`src/rtl/pipe_reg_fd_skid.sv`:
```
// Fetch-to-decode pipeline register with valid/ready handshake and a one-entry skid buffer.
// Holds NOP_INSTR when empty and keeps saturating stall/bubble counters.
module pipe_reg_fd_skid #(
  parameter int unsigned          DATA_W    = 32,
  parameter int unsigned          PC_W      = 32,
  parameter logic [DATA_W-1:0]    NOP_INSTR = '0,
  parameter int unsigned          CNT_W     = 16
) (
  input  logic              CLK,
  input  logic              reset,
  input  logic              flush,
  input  logic              in_valid,
  output logic              in_ready,
  input  logic [DATA_W-1:0] in_instr,
  input  logic [PC_W-1:0]   in_pc4,
  output logic              out_valid,
  input  logic              out_ready,
  output logic [DATA_W-1:0] out_instr,
  output logic [PC_W-1:0]   out_pc4,
  output logic [CNT_W-1:0]  stall_cnt,
  output logic [CNT_W-1:0]  bubble_cnt
);

  localparam logic [CNT_W-1:0] CNT_MAX = '1;

  logic              r_m_valid;
  logic [DATA_W-1:0] r_m_instr;
  logic [PC_W-1:0]   r_m_pc4;
  logic              r_s_valid;
  logic [DATA_W-1:0] r_s_instr;
  logic [PC_W-1:0]   r_s_pc4;
  logic [CNT_W-1:0]  r_stall_cnt;
  logic [CNT_W-1:0]  r_bubble_cnt;

  logic w_in_fire;
  logic w_out_fire;
  logic w_m_load;
  logic w_s_capture;

  // Ready depends only on skid occupancy, so there is no combinational path from out_ready.
  assign w_in_fire   = in_valid & ~r_s_valid;
  assign w_out_fire  = r_m_valid & out_ready;
  assign w_m_load    = ~r_m_valid | w_out_fire;
  assign w_s_capture = w_in_fire & r_m_valid & ~out_ready;

  always_ff @(posedge CLK) begin
    if (reset || flush) begin
      r_m_valid <= 1'b0;
      r_m_instr <= NOP_INSTR;
      r_m_pc4   <= '0;
    end else if (w_m_load) begin
      if (r_s_valid) begin
        r_m_valid <= 1'b1;
        r_m_instr <= r_s_instr;
        r_m_pc4   <= r_s_pc4;
      end else if (w_in_fire) begin
        r_m_valid <= 1'b1;
        r_m_instr <= in_instr;
        r_m_pc4   <= in_pc4;
      end else begin
        r_m_valid <= 1'b0;
        r_m_instr <= NOP_INSTR;
      end
    end
  end

  // Skid catches the one beat accepted in the first stalled cycle.
  always_ff @(posedge CLK) begin
    if (reset || flush) begin
      r_s_valid <= 1'b0;
      r_s_instr <= NOP_INSTR;
      r_s_pc4   <= '0;
    end else if (w_s_capture) begin
      r_s_valid <= 1'b1;
      r_s_instr <= in_instr;
      r_s_pc4   <= in_pc4;
    end else if (r_s_valid && w_m_load) begin
      r_s_valid <= 1'b0;
    end
  end

  // Saturating performance counters; flush leaves them untouched.
  always_ff @(posedge CLK) begin
    if (reset) begin
      r_stall_cnt  <= '0;
      r_bubble_cnt <= '0;
    end else begin
      if (r_m_valid && !out_ready && r_stall_cnt != CNT_MAX)
        r_stall_cnt <= r_stall_cnt + CNT_W'(1);
      if (!r_m_valid && out_ready && r_bubble_cnt != CNT_MAX)
        r_bubble_cnt <= r_bubble_cnt + CNT_W'(1);
    end
  end

  assign in_ready   = ~r_s_valid;
  assign out_valid  = r_m_valid;
  assign out_instr  = r_m_instr;
  assign out_pc4    = r_m_pc4;
  assign stall_cnt  = r_stall_cnt;
  assign bubble_cnt = r_bubble_cnt;

endmodule

```
`config.mk`:
```
export PLATFORM = sky130hd
export DESIGN_NAME = pipe_reg_fd_skid
export DESIGN_NICKNAME = d
export VERILOG_FILES = /design/src/rtl/pipe_reg_fd_skid.sv
export SDC_FILE = /design/constraint.sdc
export NUM_CORES = 1
export LEC_CHECK = 0
export ABC_AREA = 1
export CAP_MARGIN = 20
export CORE_MARGIN = 1.5
export CORE_UTILIZATION = 30
export DETAILED_ROUTE_END_ITERATION = 10
export GPL_ROUTABILITY_DRIVEN = 0
export PLACE_DENSITY = 0.59
export REMOVE_ABC_BUFFERS = 1
export SYNTH_ARGS = -nofsm -noshare
export SYNTH_HDL_FRONTEND = slang
export SYNTH_SLANG_ARGS = --single-unit
```
`constraint.sdc`:
```
create_clock -name CLK -period 2.05 [get_ports CLK]
set_clock_uncertainty 0.05 [all_clocks]
set_input_delay 0.41 -clock CLK [delete_from_list [all_inputs] [get_ports CLK]]
set_output_delay 0.41 -clock CLK [all_outputs]
set_load 0.01 [all_outputs]
```
==> run metrics <==
postcts setup bufs=0; Remaining Overflow, GRT=0; Seq. cell area=3240 µm²; PwrDens=755 nW/µm²; Primary FF master, synth=dfxtp_1; Post-Place Setup Slack=13.1 ps; post-cts sizing count=0; placed wire-length estimate=13.6 mm; final net count=1182; Die Ht=154 µm; Buf/Inv on CP=1; final setup violating endpoints=0; area grow syn2layout=39.8%; CP startpoint kind=register; Routed Antenna Nets=0; Synth Register Bits=162; netlist area before placement=6820 µm²; die width=154 µm; Syn. warnings=0; sequential-to-total area share from yosys stat=47.5%; largest net degree at the start of global routing=66; WP data arrival=1460 ps; TritonCTS clock tree=yes; Design Area, Final=9540 µm²; Pleak=3.52 nW; final WL=19.8 mm; WHS=409 ps; Residual DRC=0; clock buffer depth=2; Total Power=7.21 mW; delay-heaviest family, CP=buffers and inverters; CTS Root Cell=clkbuf_16; FP Rows=54; CP Cell Sequence=clkdlybuf4s50_1; vias in the first global route=6043; initial antenna violation count=0; synthesized area per cell=7.20 µm²; share of layout cells above drive strength 1=8.72%; Setup TNS=0 ps; first-pass GRT wire length=32.0 mm; status=complete, no violations; Fmax=521 MHz; maximum VDD drop=0.382 mV; Worst Setup End Kind=output port; ys async rst share=0%; via count=6611; Setup WS post-layout=131 ps; drt via density=4.71; gate count of the mapped netlist=948; DP Area=8930 µm²; Inst Count DP=1372; CTS Buf Count=17; multi-input gate area in the final layout=3140 µm²; Final min period=1920 ps; max cap viols=0; Iter 0 DRT Violations=282; Core Area=22100 µm²; htree depth=4; first drt pass iteration count=4; utilization after layout=43.2%; Die Area=23700 µm²; slowest stage delay, CP=590 ps; slew margin rel.=49.3%; Unique masters post-synth=24; Fin. Hold Viols=0; mean routed wirelength per cell=14.1 µm; worst skew pair latency=420 ps; I/O Buffers=166; slowest stage cell, crit path=clkdlybuf4s50_1; Tcrit/Tclk final=93.6%; fin cells=1404; # fillers=2224; CP Max Fanout=7; Hold Buf Count CTS=0; gr usage total=16.9%; I/O pin count=167; Worst Hold Class=register to register; Initial Util=30.9%; Worst-Margin Slew=760 ps; unrepaired setup endpoints after global routing=false; Required @ worst endpoint=1590 ps; ant diodes=0; Post-synth EDFFs=0; fin. max-slew vios=0; CP Class=register to output port; # clock sinks=162; Reg clk slew, reported paths=70 ps
-- per-layer routing --
layer | global-route usage [%] | vias up | share of wire, %
li1 | - | 3435 | -
met1 | 22.2 | 3020 | 47
met2 | 27.5 | 130 | 48
met3 | 2.85 | 26 | 3.2
met4 | 6.93 | 0 | 2.2
met5 | 0 | - | 0
-- registers in the layout, indices dropped and copies added (netlist names) --
signal and cells:
bubble_cnt 16, r_s_instr 32, out_pc4 32, r_s_valid 1
out_instr 32, r_s_pc4 32, out_valid 1, stall_cnt 16
-- final timing paths --
| path | startpoint | to | slack (ps) | depth (start not counted) |
|---|---|---|---|---|
| worst max register to register | bubble_cnt[1] | bubble_cnt[14] | 380 | 8 |
| worst min register to register | r_s_instr[18] | r_s_instr[18] | 410 | 2 |
| worst max-delay path | stall_cnt[7] | stall_cnt[7] | 130 | 1 |
| worst min-delay path | r_s_instr[18] | r_s_instr[18] | 410 | 2 |
-- worst register-to-register path: cells and delay by family (launching register included) --
| family | cells | cell delay, ps |
|---|---|---|
| and+or+nand+nor | 4 | 570 |
| DFF | 1 | 390 |
| buffers and inverters | 2 | 230 |
| adders and majority gates | 1 | 190 |
| AOI/OAI and AO/OA | 1 | 150 |
-- Yosys cell counts (3+ instances only) --
library cell  number  area [µm²]
nand3_1           23         115
nor3_1             3        15.0
inv_1             23        86.3
nor2_1           146         548
nand4_1            3        18.8
o21ai_1           21         105
nand2_1          255         957
buf_2             12        60.1
clkbuf_1          30         113
nor2_2            16         100
buf_4              5        37.5
nor2_4             5        56.3
a21oi_1          109         546
buf_6             11         124
nand2_2            3        18.8
dfxtp_1          162        3240
o21ai_0           79         395
inv_2              4        15.0
a31oi_1           32         200
-- report_power, final --
group / switching, mW / internal (mW)
registers: 0.0399 / 3.21
clock network: 1.33 / 1.99
logic: 0.301 / 0.334
-- layout by cell type, fill, tap and decap left out, drive strengths merged --
cell type	n
clkbuf	21
a31oi	32
bufinv	3
dfxtp	162
buf	36
a21oi	109
ha	2
clkinvlp	4
clkdlybuf4s50	166
clkinv	3
nand2	258
nand3b	1
o21ai	100
nor2	167
nand4	4
nor3	3
inv	30
nand3	23
-- cell type report --
type                    instances  share of cell area [%]
inverters                      29                    1.22
repair buffers                202                    21.8
multi-input cells             699                    32.9
clock inverters                11                    1.59
flip-flops and latches        162                    34.0
well taps                     280                    3.67
clock buffers                  21                    4.83
-- cell families after synthesis --
logic type               synth area share, %
AND/OR/NAND/NOR                         27.2
AO/OA/AOI/OAI                           18.3
flip-flops                              47.5
adder cells (fa/ha/maj)                0.367
buffers and inverters                   6.60
(Power assumes the default switching activity.)
